[src/rtl/rst_seq_ctrl.sv]
// Reset sequencer: holds all downstream domain resets for HOLD_CYCLES edges,
// then releases the enabled domains one at a time in ascending index order,
// STAGGER_CYCLES edges apart. A software request in RUN restarts the sequence.
module rst_seq_ctrl #(
    parameter int NUM_DOM        = 4,
    parameter int HOLD_CYCLES    = 8,
    parameter int STAGGER_CYCLES = 4
) (
    input  logic               i_clk,
    input  logic               i_rst,
    input  logic               i_sw_rst_req,
    input  logic [NUM_DOM-1:0] i_dom_en,
    output logic [NUM_DOM-1:0] o_dom_rst,
    output logic               o_sw_rst_ack,
    output logic               o_busy,
    output logic               o_all_released
);

    localparam int MAX_CYC = (HOLD_CYCLES > STAGGER_CYCLES) ? HOLD_CYCLES : STAGGER_CYCLES;
    // Keep at least one bit so HOLD_CYCLES == STAGGER_CYCLES == 1 still elaborates.
    localparam int CNT_W   = (MAX_CYC > 1) ? $clog2(MAX_CYC) : 1;
    localparam int IDX_W   = $clog2(NUM_DOM + 1);

    localparam logic [CNT_W-1:0] HOLD_LAST    = CNT_W'(HOLD_CYCLES - 1);
    localparam logic [CNT_W-1:0] STAGGER_LAST = CNT_W'(STAGGER_CYCLES - 1);
    localparam logic [IDX_W-1:0] IDX_LAST     = IDX_W'(NUM_DOM - 1);

    localparam logic [1:0] ST_HOLD    = 2'd0;
    localparam logic [1:0] ST_RELEASE = 2'd1;
    localparam logic [1:0] ST_RUN     = 2'd2;

    logic [1:0]         state_q, state_d;
    logic [CNT_W-1:0]   cnt_q, cnt_d;
    logic [IDX_W-1:0]   idx_q, idx_d;
    logic [NUM_DOM-1:0] mask_q, mask_d;
    logic [NUM_DOM-1:0] dom_rst_q, dom_rst_d;
    logic               ack_q, ack_d;
    logic               busy_q, busy_d;
    logic               all_rel_q, all_rel_d;

    logic [NUM_DOM-1:0] cur_onehot;
    logic               cur_en;
    logic               step;

    // Decode the current domain index to a one-hot select without a wide part-select.
    always_comb begin
        cur_onehot = '0;
        for (int k = 0; k < NUM_DOM; k++) begin
            if (idx_q == IDX_W'(k)) begin
                cur_onehot[k] = 1'b1;
            end
        end
        cur_en = |(cur_onehot & mask_q);
    end

    // Next-state logic for the HOLD -> RELEASE -> RUN sequence.
    always_comb begin
        state_d   = state_q;
        cnt_d     = cnt_q;
        idx_d     = idx_q;
        mask_d    = mask_q;
        dom_rst_d = dom_rst_q;
        ack_d     = 1'b0;
        step      = 1'b0;

        case (state_q)
            ST_HOLD: begin
                dom_rst_d = '1;
                if (cnt_q == HOLD_LAST) begin
                    state_d = ST_RELEASE;
                    cnt_d   = '0;
                    idx_d   = '0;
                    // Enable mask is captured only here and frozen for the whole pass.
                    mask_d  = i_dom_en;
                end else begin
                    cnt_d = cnt_q + CNT_W'(1);
                end
            end
            ST_RELEASE: begin
                if (cur_en) begin
                    if (cnt_q == STAGGER_LAST) begin
                        dom_rst_d = dom_rst_q & ~cur_onehot;
                        step      = 1'b1;
                    end else begin
                        cnt_d = cnt_q + CNT_W'(1);
                    end
                end else begin
                    // Disabled domain still consumes one edge and stays in reset.
                    step = 1'b1;
                end
                if (step) begin
                    idx_d = idx_q + IDX_W'(1);
                    cnt_d = '0;
                    if (idx_q == IDX_LAST) begin
                        state_d = ST_RUN;
                    end
                end
            end
            ST_RUN: begin
                if (i_sw_rst_req) begin
                    dom_rst_d = '1;
                    ack_d     = 1'b1;
                    state_d   = ST_HOLD;
                    cnt_d     = '0;
                end
            end
            default: begin
                state_d   = ST_HOLD;
                cnt_d     = '0;
                idx_d     = '0;
                dom_rst_d = '1;
            end
        endcase

        // Status flags follow the next state so they change on the same edge as the FSM.
        busy_d    = (state_d != ST_RUN);
        all_rel_d = (state_d == ST_RUN);
    end

    // State and output registers; reset forces every domain back into reset at once.
    always_ff @(posedge i_clk or posedge i_rst) begin
        if (i_rst) begin
            state_q   <= ST_HOLD;
            cnt_q     <= '0;
            idx_q     <= '0;
            mask_q    <= '0;
            dom_rst_q <= '1;
            ack_q     <= 1'b0;
            busy_q    <= 1'b1;
            all_rel_q <= 1'b0;
        end else begin
            state_q   <= state_d;
            cnt_q     <= cnt_d;
            idx_q     <= idx_d;
            mask_q    <= mask_d;
            dom_rst_q <= dom_rst_d;
            ack_q     <= ack_d;
            busy_q    <= busy_d;
            all_rel_q <= all_rel_d;
        end
    end

    assign o_dom_rst      = dom_rst_q;
    assign o_sw_rst_ack   = ack_q;
    assign o_busy         = busy_q;
    assign o_all_released = all_rel_q;

endmodule

[config.mk]
export PLATFORM = sky130hd
export DESIGN_NAME = rst_seq_ctrl
export DESIGN_NICKNAME = d
export VERILOG_FILES = /design/src/rtl/rst_seq_ctrl.sv
export SDC_FILE = /design/constraint.sdc
export NUM_CORES = 1
export LEC_CHECK = 0
export BUFFER_PORTS_ARGS = -buffer_cell sky130_fd_sc_hd__clkbuf_2
export CAP_MARGIN = 20
export CORE_MARGIN = 3
export CORE_UTILIZATION = 30
export CTS_BUF_LIST = sky130_fd_sc_hd__clkbuf_8
export DETAILED_ROUTE_END_ITERATION = 16
export PLACE_DENSITY = 0.46
export SLEW_MARGIN = 20
export SYNTH_ARGS = -nofsm -noshare
export SYNTH_HDL_FRONTEND = slang
export SYNTH_SLANG_ARGS = --single-unit
[constraint.sdc]
create_clock -name i_clk -period 3.3 [get_ports i_clk]
set_clock_uncertainty 0.1 [all_clocks]
set_input_delay 0.165 -clock i_clk [delete_from_list [all_inputs] [get_ports i_clk]]
set_output_delay 0.165 -clock i_clk [all_outputs]
set_load 0.02 [all_outputs]
# After elaboration in Yosys (flattened, before gate mapping)
# Cells that the tools add are included.
# word_totals
ff_bits	19
input_bits	7
out_inout_bits	7
elab_cells	64
# op_classes
addsub	2
eq_ne	16
n_mux	27
n_bitwise	4
n_reduce_logical	7
# op_table
operator	n
2-to-1 mux 3 bit	7
case mux 3 bit (3 select lines)	2
2-to-1 mux 4 bit	3
!= test 2 bit, second input constant	6
equality test 3 x 2 -> 1 bit, second input constant	3
2-to-1 mux 1 bit	9
AND reduction 3 bit	3
bitwise AND 4 bit	2
2-to-1 mux 2 bit	4
case mux 4 bit (2 select lines)	1
adder 3 x 1 -> 3 bit, second input constant	2
!= test 3 bit, second input constant	2
case mux 2 bit (3 select lines)	1
equality test 2 bit, second input constant	2
NOT 4 bit	1
OR reduction 4 bit	1
equality test 3 x 1 -> 1 bit, second input constant	1
equality test 3 bit, second input constant	1
zero test 3 bit	1
equality test 2 x 1 -> 1 bit, second input constant	1
zero test 2 bit	1
AND reduction 2 bit	1
NOT 1 bit	1

# Longest topological paths before layout
# Gate-level depths: netlist of the first run.
# depth
depth_word	9
ltp_mapped	6
ltp_nobuf	6

# Least setup slack after synthesis of the first run
# Ideal clock, no wire load.
# synth_path
path_type	flip-flop to flip-flop
from	register idx_q[0]
to	register idx_q[2]
setup_time_ps	121
arrival_ps	1625
setup_slack_ps	1454
stages_incl_launch_ff	7
synth_period_minus_slack_ps	1846
cell_sequence	dfrtp_1 > ha_1 > ha_1 > a22o_1 > o221ai_4 > mux2i_1 > a22o_1
# synth_via
elab_chain_cells	8
# synth_rtl
item	line	text
start, declared	34	logic [IDX_W-1:0] idx_q, idx_d;
start signal, assigned	134	idx_q <= idx_d;
equality test 3 x 1 -> 1 bit (tied with other cells)	49	if (idx_q == IDX_W'(k)) begin
2-to-1 mux 1 bit	49	
bitwise AND 4 bit	53	cur_en = |(cur_onehot & mask_q);
OR reduction 4 bit	53	
2-to-1 mux 1 bit	80	if (cur_en) begin
2-to-1 mux 1 bit	66	case (state_q)
!= test 2 bit (no source line)	--	
AND reduction 3 bit (no source line)	--	
# Parallel ways exist; a longest one is shown, timed or not. The select of a mux whose other input is x is not followed.
# A chain may end at the register's enable or synchronous reset.

# Final worst setup path of the first run
# Same ends and word-level chain as after synthesis.

==> impl_metrics.csv, run 1 <==
group,metric,value,unit
outcome,outcome,"finished, final reports clean",
logic_synthesis,yosysTopAreaCellShare,36.3,%
pwr,p_total,982,uW
logic_synthesis,syn_nets,103,
pwr,power.switching_fraction,39.9,%
worst_setup_path,slowest_delay,430,ps
sta,min_period,2000,ps
sta,setup_violations,0,
global_route,grt_max_degree,20,
route,vias,683,
placement,dp_slack,1310,ps
sta,tns,0,ps
floorplan,die_h,62.7,um
sta,hold_violations,0,
worst_hold_path,min_path_type,"input port to flop",
placement,placed_area,0.00107,mm^2
clocking,cts_tree,"yes",
logic_synthesis,synth-seq-cells,19,
worst_hold_path,whs_endpoint,"mask_q[2]",
clocking,post_cts_buffers,0,
sta,slew-limit-headroom,52.9,%
pwr,leakagePower,0.498,nW
route,wire_per_inst,12.9,um
logic_synthesis,syn_inst,88,
worst_setup_path,arrival,2100,ps
finish,num_antenna_cells,0,
pwr,seqPwrFrac,39.9,%
finish,regArea,482,um^2
global_route,grt_pass1_vias,735,
logic_synthesis,async_reset_ff_share,100,%
floorplan,std_cell_rows,19,
worst_setup_path,worstPathRequired,3400,ps
worst_setup_path,r2r-end,"idx_q[2]",
pwr,power.share.clock,16.5,%
clocking,root_buffer,"clkbuf_8",
placement,gp_congestion,0.744,
finish,area_delta_synth_final,16.7,%
floorplan,coreArea,0.00290,mm^2
pwr,switching_power,392,uW
worst_setup_path,rrSetupSlack,1300,ps
route,drc_errors,0,
clocking,ctsResizeCount,0,
logic_synthesis,ys_types,31,
global_route,grt_pass1_wl,3550,um
sta,fin_crit_sh,60.6,%
clocking,cts_buffer_depth,2,
route,drt_iter0_drc,19,
finish,nets,119,
worst_setup_path,cp-start-kind,"flop",
floorplan,ios,14,
route,drt_first_pass_iters,4,
worst_setup_path,critPathCaptureType,"flop",
pwr,vdd_drop_max,330,uV
logic_synthesis,synth_area_per_cell,11.0,um^2
placement,numPortBuffers,13,
worst_setup_path,r2r_start,"idx_q[0]",
sta,fmax,500,MHz
route,postRouteAntennaNets,0,
worst_setup_path,crit_type,"flop to flop",
pwr,p_int,590,uW
floorplan,die_w,62.7,um
pwr,pwr-share-comb,43.6,%
finish,postLayoutCellArea,0.00113,mm^2
logic_synthesis,synth_area,965,um^2
worst_hold_path,hp-start,"i_dom_en[2]",
worst_setup_path,critPathSlowestCell,"dfrtp_1",
logic_synthesis,synth_area_leaders,"dfrtp_1 (36%), dfstp_2 (14%), ha_1 (10%)",
worst_setup_path,r2r_cells,6,
route,viasPerCell,4.71,
worst_setup_path,path_buf_inv,0,
finish,fill_cells,311,
clocking,htree_num_levels,1,
worst_setup_path,worstPathCellList,"ha_1 -> ha_1 -> a22o_1 -> o221ai_4 -> mux2i_1 -> a22o_1",
floorplan,start_util,33.3,%
logic_synthesis,synth-edff-count,0,
clocking,clk_pin_slew,70,ps
sta,layout_setup_ws,1300,ps
logic_synthesis,seq_area_frac_synth,49.9,%
worst_setup_path,cp_top_family,"compound AO/OA/AOI/OAI gates",
sta,maxSlewViolCount,0,
route,routed_wl,1870,um
global_route,antenna_found_initial,0,
sta,tightest_slew,706,ps
global_route,grt_overflow,0,
finish,drive_gt1_share,30.1,%
clocking,cts.sinks,19,
sta,holdWs,35.5,ps
worst_hold_path,whs_path_depth,2,
sta,rsz0062_at_grt,"false",
clocking,numCtsBuffers,3,
placement,dp_hpwl,1440,um
global_route,grt_usage,11.5,%
worst_setup_path,critical_path_peak_fanout,10,
job,max_cap_violations,0,
clocking,clock_latency,260,ps
floorplan,die_area,0.00393,mm^2
finish,multi_input_area,440,um^2
pwr,power_density,872,mW/mm^2
logic_synthesis,synthFlopType,"dfrtp_1",
logic_synthesis,yosysTopAreaCell,"dfrtp_1",
logic_synthesis,yosysWarnings,0,
## stage by stage
stage | utilization [%] | std cells
CTS | 38.8 | 145
detailed placement | 36.9 | 140
finish | 38.8 | 145
global route | 38.8 | 145
global placement | 36.9 | 140
floorplan | - | 88
## how the worst max path moves through the flow
stage / slack [ps] / start / cells past startpoint / endpoint
2_1_floorplan: 1450 / idx_q[0] / 6 / idx_q[2]
3_3_place_gp: 1350 / idx_q[0] / 6 / idx_q[2]
3_5_place_dp: 1310 / idx_q[0] / 6 / idx_q[2]
4_1_cts: 1290 / idx_q[0] / 6 / idx_q[2]
5_1_grt: 1150 / idx_q[0] / 6 / idx_q[2]
6_report: 1300 / idx_q[0] / 6 / idx_q[2]
## cell usage after synthesis, types with 2 or more instances
cell type / number
dfstp_2: 5
nand2_1: 6
clkbuf_1: 2
inv_1: 6
mux2_2: 4
a31o_2: 2
dfrtp_1: 14
nor3_1: 2
o21ai_0: 2
a21oi_1: 6
o32ai_1: 2
nor2_1: 9
a22o_1: 3
ha_1: 8
## registers in the layout (all words and copies together), names as in the netlist
| signal | flops |
|---|---|
| mask_q | 4 |
| o_dom_rst | 4 |
| cnt_q | 3 |
| idx_q | 3 |
| state_q | 2 |
| o_all_released | 1 |
| o_busy | 1 |
| o_sw_rst_ack | 1 |
## power groups by stage
stage / Combinational [mW] / Clock, mW / Sequential (mW)
2_1_floorplan: 0.357 / 0 / 0.369
3_5_place_dp: 0.430 / 0 / 0.398
4_1_cts: 0.439 / 0.170 / 0.392
3_3_place_gp: 0.431 / 0 / 0.395
5_1_grt: 0.489 / 0.180 / 0.408
6_report: 0.428 / 0.162 / 0.391
## per-layer routing
metal	part of all wire [%]	up-vias	global-route usage, %
li1	-	341	-
met1	48	324	14.7
met2	46	16	18.0
met3	5.0	2	3.96
met4	1.0	0	4.13
met5	0	-	0
## layout make-up
cell class	instances	area share [%]
clock buffers	3	3.67
clock inverters	1	0.444
inverters	8	2.67
multi-input cells	58	39.1
flip-flops and latches	19	42.8
well taps	42	4.67
repair buffers	14	6.67
## cell families after synthesis
| kind of cell | synth area share, % |
|---|---|
| AND/OR/NAND/NOR | 10.8 |
| adder cells (fa/ha/maj) | 10.4 |
| multiplexers | 5.71 |
| XOR/XNOR | 0.908 |
| flip-flops | 49.9 |
| AO/OA/AOI/OAI | 17.9 |
| buffers and inverters | 4.41 |
## placed cells by master (no fill, tap or decap), types with 2 or more instances in the layout
cell type,count
dfrtp_1,14
clkbuf_2,13
nor2_1,9
ha_1,8
inv_1,6
nand2_1,6
a21oi_1,6
dfstp_2,5
mux2_2,4
a22o_1,3
clkbuf_8,3
o21ai_0,2
nor3_1,2
o32ai_1,2
a31o_2,2
## worst register-to-register path, cell delays in order, from the launching register on
cell and delay (ps):
dfrtp_1 430, ha_1 220, ha_1 240, a22o_1 240, o221ai_4 340, mux2i_1 230, a22o_1 140
## what timing repair did
| item | CTS | global route |
|---|---|---|
| endpoints found under the setup margin | 0 | 0 |
| hold buffers | 1 | 0 |
| endpoints found under the hold margin | 14 | 0 |
Note: power is estimated with default switching activity, not from simulation.
==> run 2, diff against run 1 <==
PLACE_DENSITY = 0.48   (was 0.46)
clock period = 1.66 ns   (was 3.3 ns; I/O delays follow)
==> run 2 against run 1 <==
Net effect: the run now ends with negative setup slack left; setup slack got worse by 1400 ps; sequential share of layout area shrank 8.1 points; hold slack improved by 240 ps; largest cell class is now multi-input combinational cells; register-to-register slack lost 1400 ps; largest power group unchanged; critical path depth did not move; via count grew 10%; die area unchanged; total power grew to 2.5 times the previous value; sequential cell count unchanged; routed wire length increased by 14%; utilization rose by 9.1 points; critical endpoint is now state_q[0]; maximum frequency rose by 13%.
==> impl_metrics.csv, run 2 (synthesis results as in run 1) <==
group,metric,value,unit
outcome,outcome,"finished, violations left",
outcome,violations,"negative setup slack",
finish,drive_gt1_share,45.5,%
placement,numPortBuffers,13,
finish,nets,139,
floorplan,coreArea,0.00290,mm^2
sta,setup_violations,13,
global_route,grt_overflow,0,
finish,multi_input_area,531,um^2
floorplan,start_util,33.3,%
global_route,grt_pass1_wl,3650,um
route,drt_iter0_drc,21,
pwr,vdd_drop_max,893,uV
sta,min_period,1770,ps
worst_setup_path,r2r_start,"idx_q[0]",
clocking,clock_latency,260,ps
route,vias,751,
floorplan,std_cell_rows,19,
worst_setup_path,crit_type,"flop to flop",
global_route,grt_usage,12.0,%
finish,final_common_cell,"dfrtp_1",
route,drt_first_pass_iters,4,
worst_setup_path,path_buf_inv,1,
global_route,grt_pass1_vias,790,
sta,rsz0062_at_grt,"true",
clocking,cts_buffer_depth,2,
finish,fin_util,47.9,%
finish,area_delta_synth_final,44.0,%
pwr,leakagePower,0.617,nW
sta,maxSlewViolCount,0,
route,drc_errors,0,
sta,slew-limit-headroom,69.5,%
clocking,numCtsBuffers,3,
route,viasPerCell,4.55,
global_route,antenna_found_initial,0,
floorplan,die_w,62.7,um
clocking,htree_num_levels,1,
pwr,power_density,1790,mW/mm^2
placement,placed_area,0.00119,mm^2
sta,layout_setup_ws,-111,ps
route,postRouteAntennaNets,0,
clocking,clk_pin_slew,70,ps
floorplan,ios,14,
worst_setup_path,worstPathCellList,"ha_2 -> ha_4 -> a22o_4 -> o221ai_4 -> buf_6 -> a311oi_2",
worst_setup_path,r2r_cells,6,
sta,fmax,565,MHz
floorplan,die_h,62.7,um
sta,hold_violations,0,
sta,tns,-816,ps
global_route,grt_max_degree,20,
route,routed_wl,2140,um
clocking,cts.sinks,19,
job,max_cap_violations,0,
worst_setup_path,cp-start-kind,"flop",
pwr,p_total,2.49,mW
placement,dp_slack,-110,ps
placement,placed_cells,154,
route,wire_per_inst,13.0,um
sta,holdWs,275,ps
worst_setup_path,rrSetupSlack,-110,ps
finish,layout.cells.non_filler,165,
worst_setup_path,cp_top_family,"compound AO/OA/AOI/OAI gates",
finish,postLayoutCellArea,0.00139,mm^2
worst_setup_path,worstPathRequired,1670,ps
worst_hold_path,min_path_type,"input port to async pin",
placement,dp_hpwl,1480,um
finish,regArea,482,um^2
worst_setup_path,critPathSlowestCell,"dfrtp_1",
placement,gp_congestion,0.802,
finish,num_antenna_cells,0,
clocking,root_buffer,"clkbuf_8",
finish,fill_cells,288,
worst_setup_path,critPathCaptureType,"flop",
sta,tightest_slew,458,ps
worst_setup_path,slowest_delay,410,ps
worst_setup_path,critical_path_peak_fanout,5,
sta,fin_crit_sh,107,%
clocking,cts_tree,"yes",
finish,final_cell_mix,"dfrtp_1 (14), clkbuf_2 (13), buf_4 (12)",
floorplan,die_area,0.00393,mm^2
worst_setup_path,r2r-end,"state_q[0]",
worst_setup_path,arrival,1780,ps
[run 2: changes by cell type in the layout (fill, tap and decap cells not counted), moves of 2 or more]
cell,change
o32ai_1,-2
o32ai_2,+2
dlygate4sd3_1,+5
buf_6,+3
a31o_4,+2
a31o_2,-2
buf_4,+12
ha_1,-2
[run 2: worst reg2reg max path: stages, from the launching register on]
cell	delay, ps
dfrtp_1	410
ha_2	210
ha_4	160
a22o_4	220
o221ai_4	250
buf_6	170
a311oi_2	100
[run 2: how the worst max path moves through the flow]
stage	start	to	slack (ps)	cells after the start
final	idx_q[0]	state_q[0]	-110	6
after global routing	idx_q[1]	state_q[0]	-210	6
after CTS	idx_q[1]	idx_q[2]	-120	6
after detailed placement	idx_q[1]	idx_q[1]	-110	7
after global placement	idx_q[1]	idx_q[1]	-80	7
after floorplan	idx_q[0]	idx_q[2]	-90	6
[run 2: per-layer routing]
layer  track usage (%)  share of wire (%)  vias to the layer above
met5                 0                  0                        -
met2              18.6                 49                       12
met3              5.22                4.6                        2
met1              15.1                 45                      358
met4              3.31                1.0                        0
li1                  -                  -                      379
[run 2: layout make-up]
cell class	count	share of cell area (%)
Multi-Input combinational cell	58	38.2
Sequential cell	19	34.7
Timing Repair Buffer	34	17.9
Tap cell	42	3.78
Clock buffer	3	2.97
Inverter	8	2.16
Clock inverter	1	0.270
[run 2: power by group]
part           switching, mW  internal, mW  total, mW
logic                  0.657         0.740       1.40
clock network          0.151         0.165      0.315
registers              0.157         0.623      0.780
total                  0.965          1.53       2.49
[run 2: repair_timing]
action,in CTS,in global routing
endpoints found under the hold margin,24,0
hold buffers,6,0
setup endpoints to repair,15,14
pin swaps,4,8
gates resized for setup,6,9
setup buffers,1,0
cloned,0,0
==> run 3, diff against run 2 <==
ABC_AREA = 1   (was not set)
==> run 3 against run 2 <==
Net effect: the flow now finishes without violations; combinational power is 32% lower; area after synthesis is 7.4% higher; cell area is 8.8% lower; sequential power is 6.2% lower; via count is 0.67% higher; register-to-register slack better by 230 ps; non-clock buffer count is 16 lower.
==> impl_metrics.csv, run 3 <==
group,metric,value,unit
outcome,outcome,"finished, final reports clean",
floorplan,ios,14,
pwr,leakagePower,0.620,nW
sta,tightest_slew,723,ps
worst_setup_path,worstPathRequired,1700,ps
logic_synthesis,synthFlopType,"dfrtp_1",
pwr,seqPwrFrac,36.6,%
logic_synthesis,synth_area_leaders,"dfrtp_1 (34%), dfstp_2 (13%), ha_1 (9.7%)",
clocking,root_buffer,"clkbuf_8",
logic_synthesis,yosysTopAreaCell,"dfrtp_1",
pwr,power.switching_fraction,41.8,%
route,postRouteAntennaNets,0,
route,drt_first_pass_iters,4,
floorplan,die_w,64.8,um
worst_setup_path,critical_path_peak_fanout,6,
finish,drive_gt1_share,35.2,%
global_route,grt_overflow,0,
pwr,p_int,1.16,mW
logic_synthesis,synth_area_per_cell,10.1,um^2
floorplan,std_cell_rows,20,
clocking,clk_pin_slew,70,ps
route,wire_per_inst,11.2,um
pwr,pwr-share-comb,47.6,%
route,drt_iter0_drc,36,
finish,fill_cells,318,
logic_synthesis,ys_types,19,
global_route,grt_pass1_wl,3240,um
global_route,grt_pass1_vias,696,
finish,final_cell_mix,"nand2_1 (22), dfrtp_1 (14), inv_1 (13), clkbuf_2 (13), nand4_1 (7)",
placement,placed_area,0.00116,mm^2
global_route,antenna_found_initial,0,
placement,gp_congestion,0.803,
finish,area_delta_synth_final,22.2,%
floorplan,start_util,32.6,%
sta,hold_violations,0,
logic_synthesis,synth_area,0.00104,mm^2
sta,holdWs,25.6,ps
route,vias,756,
placement,dp_hpwl,1410,um
clocking,post_cts_buffers,0,
sta,setup_violations,0,
sta,fmax,648,MHz
clocking,cts_tree,"yes",
finish,postLayoutCellArea,0.00127,mm^2
worst_setup_path,cp-start-kind,"flop",
finish,nets,141,
worst_setup_path,crit_type,"flop to flop",
logic_synthesis,synth_common_cells,"nand2_1 (22), dfrtp_1 (14), inv_1 (12)",
route,routed_wl,1900,um
route,viasPerCell,4.47,
clocking,numCtsBuffers,3,
finish,num_antenna_cells,0,
logic_synthesis,synth-seq-cells,19,
finish,fin_util,39.8,%
job,max_cap_violations,0,
global_route,grt_max_degree,20,
finish,final_common_cell,"nand2_1",
clocking,clock_latency,250,ps
worst_setup_path,critPathCaptureType,"flop",
logic_synthesis,syn_nets,118,
global_route,grt_usage,10.1,%
floorplan,coreArea,0.00318,mm^2
floorplan,die_area,0.00419,mm^2
worst_hold_path,min_path_type,"input port to flop",
worst_setup_path,arrival,1580,ps
logic_synthesis,async_reset_ff_share,100,%
placement,numPortBuffers,13,
pwr,power.share.clock,15.7,%
logic_synthesis,synth-edff-count,0,
logic_synthesis,yosysWarnings,0,
sta,min_period,1540,ps
logic_synthesis,seq_area_frac_synth,46.5,%
clocking,cts_buffer_depth,2,
sta,maxSlewViolCount,0,
sta,fin_crit_sh,93.0,%
clocking,htree_num_levels,1,
logic_synthesis,yosysTopAreaCellShare,33.8,%
clocking,cts.sinks,19,
pwr,switching_power,837,uW
sta,slew-limit-headroom,51.8,%
floorplan,die_h,64.8,um
logic_synthesis,syn_inst,103,
logic_synthesis,yosysMostFrequentCell,"nand2_1",
pwr,power_density,1580,mW/mm^2
pwr,vdd_drop_max,360,uV
route,drc_errors,0,
-- run 3: cell count changes after synthesis, sizes merged, moves of 3 or more --
cell and change:
a22o -3, inv +11, o21ai +3, nand2 +20, nand4 +7, a21oi -6
nor2 -6, nand3 +9
-- run 3: cell families (layout without fill, tap and decap cells) --
logic type,count (synthesis),after routing,share of synthesized area [%]
AO/OA/AOI/OAI,8,8,5.43
adder cells (fa/ha/maj),8,8,9.66
buffers and inverters,18,40,6.52
flip-flops,19,19,46.5
multiplexers,4,4,5.80
AND/OR/NAND/NOR,46,46,26.1
-- run 3: cell type report --
| class | count | area, um^2 | area share (%) |
|---|---|---|---|
| inverter | 18 | 67.6 | 5.34 |
| tap | 44 | 55.1 | 4.35 |
| timing repair buffer | 18 | 115 | 9.09 |
| multi-input combinational | 66 | 502 | 39.6 |
| clock buffer | 3 | 41.3 | 3.26 |
| clock inverter | 1 | 3.75 | 0.296 |
| sequential | 19 | 482 | 38.0 |
-- run 3: critical path: stages (launching register included) --
cell and delay (ps):
dfrtp_1 410, ha_2 210, ha_4 170, nand2_1 60
nand2_1 60, inv_2 60, nand2_4 80, nand3_2 70
nand3_2 80, nand2_1 70, nand2_1 60
-- run 3: per-stage QoR --
| step | setup slack (ps) | TNS, ps | power [mW] | cells |
|---|---|---|---|---|
| global route | -23.7 | -48.5 | 2.20 | 169 |
| global placement | 81.5 | 0 | 1.66 | 160 |
| floorplan | 147 | 0 | 1.48 | 103 |
| finish | 117 | 0 | 2.00 | 169 |
| CTS | 35.5 | 0 | 1.99 | 169 |
| detailed placement | 47.3 | 0 | 1.66 | 160 |
-- run 3: worst paths after layout --
check | slack, ps | endpoint | depth (start not counted) | start
min in group asynchronous | 370 | cnt_q[0] | 3 | i_rst
hold reg to reg | 380 | o_dom_rst[3] | 2 | o_dom_rst[3]
max in group asynchronous | 630 | mask_q[0] | 3 | i_rst
hold / removal | 30 | o_sw_rst_ack | 3 | i_sw_rst_req
setup / recovery | 120 | idx_q[0] | 10 | idx_q[1]
setup reg to reg | 120 | idx_q[0] | 10 | idx_q[1]
-- run 3: what timing repair did --
action,CTS,global route
endpoints found under the hold margin,18,0
hold buffers,5,0
setup endpoints to repair,0,11
gates resized for setup,0,7
-- run 3: metal layers --
layer	share of wire, %	up-vias	wire length (um)	global-route usage [%]
li1	-	382	-	-
met1	50	354	943	14.6
met2	44	18	840	14.2
met3	5.1	2	97	2.08
met4	1.0	0	19	4.75
met5	0	-	0	0
-- run 3: power by group through the flow --
stage	clock (mW)	combinational, mW	sequential, mW
2_1_floorplan	0	0.756	0.725
3_3_place_gp	0	0.927	0.736
3_5_place_dp	0	0.927	0.735
4_1_cts	0.324	0.937	0.730
5_1_grt	0.357	1.09	0.750
6_report	0.314	0.953	0.732
